--- config.mk ---
export PLATFORM = sky130hd
export DESIGN_NAME = mem_port_arbiter
export DESIGN_NICKNAME = d
export VERILOG_FILES = /design/src/rtl/mem_port_arbiter.sv
export SDC_FILE = /design/constraint.sdc
export NUM_CORES = 1
export LEC_CHECK = 0
export ABC_AREA = 1
export CORE_ASPECT_RATIO = 0.7
export CORE_MARGIN = 2
export CORE_UTILIZATION = 32
export DETAILED_ROUTE_END_ITERATION = 10
export GPL_TIMING_DRIVEN = 0
export PLACE_DENSITY = 0.8
export SYNTH_ARGS = -nofsm -noshare
export SYNTH_HDL_FRONTEND = slang
export SYNTH_SLANG_ARGS = --single-unit
--- constraint.sdc ---
create_clock -name aclk -period 1.34 [get_ports aclk]
set_input_delay 0.268 -clock aclk [delete_from_list [all_inputs] [get_ports aclk]]
set_output_delay 0.268 -clock aclk [all_outputs]
set_load 0.1 [all_outputs]
--- src/rtl/mem_port_arbiter.sv ---
// mem_port_arbiter
//
// Shares one synchronous single-port BRAM between the CPU instruction-fetch
// requester (i_*) and the load/store data requester (d_*). Every access goes
// through a fixed schedule:
//   IDLE  - requests are sampled and a winner is chosen
//   ISSUE - memory bus driven for one cycle, grant pulse to the winner
//   WAIT  - RD_LAT cycles for a read; rvalid pulses in the last one
// Writes skip WAIT and return to IDLE right after ISSUE.
// Collisions are resolved round-robin against the last granted requester.
// Data wins the first collision after reset.
//
// Ports:
//   aclk, aresetn          clock, synchronous active-low reset
//   i_req/i_addr           fetch request, held until i_gnt
//   i_gnt/i_rvalid/i_rdata fetch issue pulse, data-valid pulse, read data
//   d_req/d_addr/d_we/d_wdata  data request (d_we==0 is a read)
//   d_gnt/d_rvalid/d_rdata data issue pulse, load-valid pulse, load data
//   m_en/m_we/m_addr/m_wdata/m_rdata  BRAM port (m_addr is a word address)
//
// All outputs are registered except i_rdata/d_rdata. Those pass m_rdata
// straight through and are meaningful only while the matching rvalid is high.

module mem_port_arbiter #(
    parameter int ADDR_W = 32,
    parameter int DATA_W = 32,
    parameter int RD_LAT = 1
) (
    input  logic                aclk,
    input  logic                aresetn,

    input  logic                i_req,
    input  logic [ADDR_W-1:0]   i_addr,
    output logic                i_gnt,
    output logic                i_rvalid,
    output logic [DATA_W-1:0]   i_rdata,

    input  logic                d_req,
    input  logic [ADDR_W-1:0]   d_addr,
    input  logic [DATA_W/8-1:0] d_we,
    input  logic [DATA_W-1:0]   d_wdata,
    output logic                d_gnt,
    output logic                d_rvalid,
    output logic [DATA_W-1:0]   d_rdata,

    output logic                m_en,
    output logic [DATA_W/8-1:0] m_we,
    output logic [ADDR_W-1:0]   m_addr,
    output logic [DATA_W-1:0]   m_wdata,
    input  logic [DATA_W-1:0]   m_rdata
);

    localparam int BE_W = DATA_W / 8;

    // Index of the final WAIT cycle. The read data is valid in that cycle.
    localparam logic [2:0] LAST_WAIT = 3'(RD_LAT - 1);

    typedef enum logic [1:0] {
        IDLE  = 2'd0,
        ISSUE = 2'd1,
        WAIT  = 2'd2
    } state_t;

    typedef enum logic {
        GRANT_INST = 1'b0,
        GRANT_DATA = 1'b1
    } grant_t;

    // Control state
    state_t              r_state,     w_stateNext;
    grant_t              r_lastGrant, w_lastGrantNext;
    logic [2:0]          r_waitCnt,   w_waitCntNext;
    logic                r_winData,   w_winDataNext;
    logic                r_isWrite,   w_isWriteNext;

    // Registered outputs
    logic                r_mEn,       w_mEnNext;
    logic [BE_W-1:0]     r_mWe,       w_mWeNext;
    logic [ADDR_W-1:0]   r_mAddr,     w_mAddrNext;
    logic [DATA_W-1:0]   r_mWdata,    w_mWdataNext;
    logic                r_iGnt,      w_iGntNext;
    logic                r_dGnt,      w_dGntNext;
    logic                r_iRvalid,   w_iRvalidNext;
    logic                r_dRvalid,   w_dRvalidNext;

    // Arbitration helpers
    logic                w_anyReq;
    logic                w_pickData;
    logic [ADDR_W-1:0]   w_pickAddr;
    logic                w_pickWrite;
    logic                w_unusedAddrBits;

    // Winner selection for the IDLE cycle. A lone requester always wins.
    // On a collision, whoever did not get the previous grant goes next.
    // Since last_grant resets to INST, data takes the first collision.
    assign w_anyReq    = i_req | d_req;
    assign w_pickData  = d_req & (~i_req | (r_lastGrant == GRANT_INST));
    assign w_pickAddr  = w_pickData ? d_addr : i_addr;
    assign w_pickWrite = w_pickData & (d_we != '0);

    // The memory is word addressed, so the byte offset is simply dropped.
    assign w_unusedAddrBits = ^{i_addr[1:0], d_addr[1:0]};

    // Next-state and next-output logic. Every output is computed one cycle
    // ahead and registered, so the bus and the strobes come straight from
    // flops. Address and write data hold their last value between accesses.
    // The enables and strobes fall back to zero.
    always_comb begin
        w_stateNext     = r_state;
        w_lastGrantNext = r_lastGrant;
        w_waitCntNext   = r_waitCnt;
        w_winDataNext   = r_winData;
        w_isWriteNext   = r_isWrite;
        w_mEnNext       = 1'b0;
        w_mWeNext       = '0;
        w_mAddrNext     = r_mAddr;
        w_mWdataNext    = r_mWdata;
        w_iGntNext      = 1'b0;
        w_dGntNext      = 1'b0;
        w_iRvalidNext   = 1'b0;
        w_dRvalidNext   = 1'b0;

        case (r_state)
            IDLE: begin
                if (w_anyReq) begin
                    w_stateNext     = ISSUE;
                    w_winDataNext   = w_pickData;
                    w_isWriteNext   = w_pickWrite;
                    w_lastGrantNext = w_pickData ? GRANT_DATA : GRANT_INST;
                    w_mEnNext       = 1'b1;
                    w_mWeNext       = w_pickData ? d_we : '0;
                    w_mAddrNext     = {2'b00, w_pickAddr[ADDR_W-1:2]};
                    w_mWdataNext    = w_pickData ? d_wdata : '0;
                    w_iGntNext      = ~w_pickData;
                    w_dGntNext      = w_pickData;
                end
            end

            ISSUE: begin
                if (r_isWrite) begin
                    w_stateNext = IDLE;
                end else begin
                    // The rvalid strobe is registered, so it is raised on
                    // entry to the last WAIT cycle rather than inside it.
                    w_stateNext   = WAIT;
                    w_waitCntNext = 3'd0;
                    if (LAST_WAIT == 3'd0) begin
                        w_iRvalidNext = ~r_winData;
                        w_dRvalidNext = r_winData;
                    end
                end
            end

            WAIT: begin
                if (r_waitCnt == LAST_WAIT) begin
                    w_stateNext = IDLE;
                end else begin
                    w_waitCntNext = r_waitCnt + 3'd1;
                    if ((r_waitCnt + 3'd1) == LAST_WAIT) begin
                        w_iRvalidNext = ~r_winData;
                        w_dRvalidNext = r_winData;
                    end
                end
            end

            default: begin
                w_stateNext = IDLE;
            end
        endcase
    end

    // State and output registers. Reset also discards any read still in
    // flight, because the WAIT state and its pending rvalid are cleared here.
    always_ff @(posedge aclk) begin
        if (!aresetn) begin
            r_state     <= IDLE;
            r_lastGrant <= GRANT_INST;
            r_waitCnt   <= 3'd0;
            r_winData   <= 1'b0;
            r_isWrite   <= 1'b0;
            r_mEn       <= 1'b0;
            r_mWe       <= '0;
            r_mAddr     <= '0;
            r_mWdata    <= '0;
            r_iGnt      <= 1'b0;
            r_dGnt      <= 1'b0;
            r_iRvalid   <= 1'b0;
            r_dRvalid   <= 1'b0;
        end else begin
            r_state     <= w_stateNext;
            r_lastGrant <= w_lastGrantNext;
            r_waitCnt   <= w_waitCntNext;
            r_winData   <= w_winDataNext;
            r_isWrite   <= w_isWriteNext;
            r_mEn       <= w_mEnNext;
            r_mWe       <= w_mWeNext;
            r_mAddr     <= w_mAddrNext;
            r_mWdata    <= w_mWdataNext;
            r_iGnt      <= w_iGntNext;
            r_dGnt      <= w_dGntNext;
            r_iRvalid   <= w_iRvalidNext;
            r_dRvalid   <= w_dRvalidNext;
        end
    end

    assign m_en     = r_mEn;
    assign m_we     = r_mWe;
    assign m_addr   = r_mAddr;
    assign m_wdata  = r_mWdata;
    assign i_gnt    = r_iGnt;
    assign d_gnt    = r_dGnt;
    assign i_rvalid = r_iRvalid;
    assign d_rvalid = r_dRvalid;

    // Read data goes to both requesters. Only the rvalid says whose it is.
    assign i_rdata  = m_rdata;
    assign d_rdata  = m_rdata;

endmodule

==> key figures <==
Die
  – Starting Density: 32.8%
  – Core area: 11,700 um^2
  – Rows: 33
  – Die area: 12,900 um^2
  – Top Ports: 273
  – DIE WIDTH: 135 um
  – Die height: 95.5 um

Yosys
  – Cell Area, Synth: 3830 um^2
  – Synth area leader: dfxtp_1
  – Post-synthesis simple-gate area fraction: 31.6%
  – Yosys warns: 0
  – Post-synthesis adder-cell area fraction: roughly 2%
  – Distinct cells, synth: 20
  – Synth Area in Compound Gates: 4.61%
  – Cells after synthesis: 561
  – Mean Syn Cell Area: between 6 and 7 um^2
  – Multiplexer share of the synthesized area: 0%
  – Number of synthesized register bits: 78
  – Post-Synth XOR/XNOR Area: 0%
  – Largest family of logic cells by synthesized area: simple AND/OR/NAND/NOR gates
  – Seq/Total Area, Yosys: between 40% and 50%
  – Synth top area share: between 40% and 50%
  – Synth top area cells: dfxtp_1 41%, nand2_1 15%, buf_4 13%, nor2_1 10%, nand3_1 5.7%

Final layout
  – Layout net count: 959
  – Area growth syn-to-layout: 83.0%
  – # fillers: 1,072
  – Antenna Cells: 0
  – Post-route insts no fill: 979
  – Layout cells sized above 1: 35.6%

Detailed routing
  – WL final: between 10 and 15 mm
  – Vias: roughly 4,200
  – Via-to-Cell Ratio: 4.26
  – Antenna Nets Post-Route: 0
  – Wire length per cell: 13.4 um
  – # DRC: 0
  – Pre-antenna DRT Iters: 4
  – Initial detailed-routing violation count: between 150 and 200

Clock network
  – CTS Buf Count: 9
  – Clock Root Buffer: clkbuf_16
  – CTS Sinks: 78
  – Clk pin slew, worst setup/hold paths: about 60 ps
  – H-tree level count: 3
  – CTS tree: yes
  – Max clock buf depth: 2
  – Hold buffer count at CTS: 0
  – Clk_lat worst skew: 330 ps

Worst setup path
  – Worst Path Arrival: 1570 ps
  – Worst Path Max Fanout: 7
  – WP data required: between 1500 and 2000 ps
  – Startpoint types: flop
  – Critical path class: reg -> reg
  – R2R Setup Slk: -7 ps
  – Worst Setup End Kind: flop

STA
  – Hold_ws: 310 ps
  – Setup violations, final: 1
  – Worst Max-Slew Pin Slew: ~560 ps
  – Clk_skew: approximately 6 ps
  – Worst setup margin: -7.17 ps
  – Final Hold Violating Endpoints: 0
  – Tcrit/Tclk final: 101%
  – Fin crit period: 1350 ps
  – RSZ-0062 raised after global routing: yes
  – Max Slew Vio Count: 0
  – Worst rel slew slack: 62.6%
  – Fmax: 742 MHz

GRT
  – Vias in the first global route: about 4,000
  – Global-route wire length before repair: about 20 mm
  – Antenna violations before repair: 0
  – Tot GR Track Use: 19.9%
  – Grt ovf: 0
  – Largest net degree at the start of global routing: 13

Status
  – Failing checks: setup timing
  – Status: finished with violations

Placement
  – RePlAce Congestion: roughly 0.8
  – Placed cells: about 950
  – Port-buffer cells: 233
  – Dpl hpwl: 9.72 mm
  – Dpl ws: -591 ps

Power and ir drop
  – Leakage: 3.47 nW
  – Total power density per cell area: 1520 nW/um^2
  – Sequential power share: approximately 26%
  – Total chip power: 0.0106 W
  – Switch share: 44.2%
  – Clock share of power: 26.8%
  – Switching pwr: 0.00470 W
  – Combinational share of power: 47.4%
  – Int Pwr: 0.00595 W
  – Peak VDD IR: 0.785 mV

Job
  – Maxcap violations: 0

Worst hold path
  – HP Class: in -> reg
==> final cells by class <==
type / count / area [um^2] / area share (%)
well taps: 157 / 196 / 2.80
flip-flops and latches: 78 / 1560 / 22.3
clock inverters: 3 / 90.1 / 1.29
repair buffers: 245 / 2370 / 33.9
inverters: 48 / 183 / 2.61
plain buffers: 91 / 699 / 9.98
clock buffers: 13 / 260 / 3.71
multi-input cells: 344 / 1640 / 23.4
==> sequential cells by signal (all words and copies together) (netlist names) <==
name and cells:
m_addr 30, i_rvalid 1, m_en 1, m_we 4, m_wdata 32, d_rvalid 1, r_state 2, i_gnt 1
d_gnt 1, r_lastGrant 1, r_waitCnt 3, r_isWrite 1
==> worst max-delay path, cell delays in order (launching register included) <==
cell,delay [ps]
dfxtp_2,330
inv_2,80
ha_4,160
inv_4,50
nor2_4,140
buf_12,150
buf_12,130
nand2_4,50
nor2_4,100
nor2_1,50
==> power by group through the flow <==
stage	Combinational, W	Sequential [W]	Clock [W]
6_report	0.00504	0.00276	0.00285
5_1_grt	0.00529	0.00279	0.00303
4_1_cts	0.00480	0.00275	0.00290
3_5_place_dp	0.00472	0.00279	0
3_3_place_gp	0.00469	0.00278	0
2_1_floorplan	0.00173	0.00455	0
==> synthesized netlist by cell type (all sizes together) <==
library cell / number
o31ai: 1
buf: 85
dfxtp: 78
clkbuf: 7
ha: 6
nor2: 106
conb: 1
a21oi: 1
nand3: 44
inv: 48
nand2: 150
nor3: 2
o21ai: 32
==> per-stage QoR <==
stage	instance area [um^2]	TNS [ps]	utilization (%)
final	7010	-7.17	60.0
after detailed placement	6360	-80990	54.4
after floorplan	3830	0	-
after global placement	6360	-79960	54.4
after CTS	6770	0	58.0
after global routing	7010	-2000	60.0
==> layout by cell type (no fill, tap or decap), types with 3 or more instances in the layout <==
cell type          n
buf_4            144
nand2_1          134
clkdlybuf4s50_1   96
nor2_1            90
dfxtp_1           76
clkdlybuf4s15_2   64
nand3_1           44
inv_1             43
o21ai_0           18
o21ai_1           12
buf_2             10
nor2_2            10
clkbuf_16         10
nand2_2            8
nand2_4            8
buf_6              8
nor2_4             6
clkbuf_1           6
inv_2              4
ha_1               4
buf_8              3
buf_12             3
bufinv_16          3
==> routing by layer <==
metal  vias to the layer above  global-route usage, %  share of wire, %  routed length, um
li1                       2153                      -                 -                  -
met1                      1880                   26.6                45               5930
met2                       129                   31.1                47               6210
met3                         7                   6.65               7.1                929
met4                         0                   4.82              0.73                 96
met5                         -                      0                 0                  0
==> final timing paths <==
path,start,end,depth (start not counted)
setup reg to reg,r_state[0]$_SDFFE_PN0P_,m_addr[4]$_SDFFE_PN0P_,9
hold / removal,aresetn,r_waitCnt[2]$_SDFFE_PN0P_,3
hold reg to reg,m_wdata[23]$_SDFFE_PN0P_,m_wdata[23]$_SDFFE_PN0P_,2
setup / recovery,r_state[0]$_SDFFE_PN0P_,m_addr[4]$_SDFFE_PN0P_,9
==> what timing repair did <==
| item | 4_1_cts | 5_1_grt |
|---|---|---|
| setup endpoints to repair | 202 | 68 |
| cloned | 1 | 2 |
| buffers inserted | 9 | 0 |
| gates resized for setup | 644 | 74 |
| pin swaps | 4 | 41 |
==> cells by family (layout without fill, tap and decap cells) <==
kind of cell | count (synthesis) | in the layout
AO/OA/AOI/OAI | 34 | 34
buffers and inverters | 140 | 400
other | 1 | 2
flip-flops | 78 | 78
AND/OR/NAND/NOR | 302 | 302
adder cells (fa/ha/maj) | 6 | 6
Power figures use the tool's default switching activity.
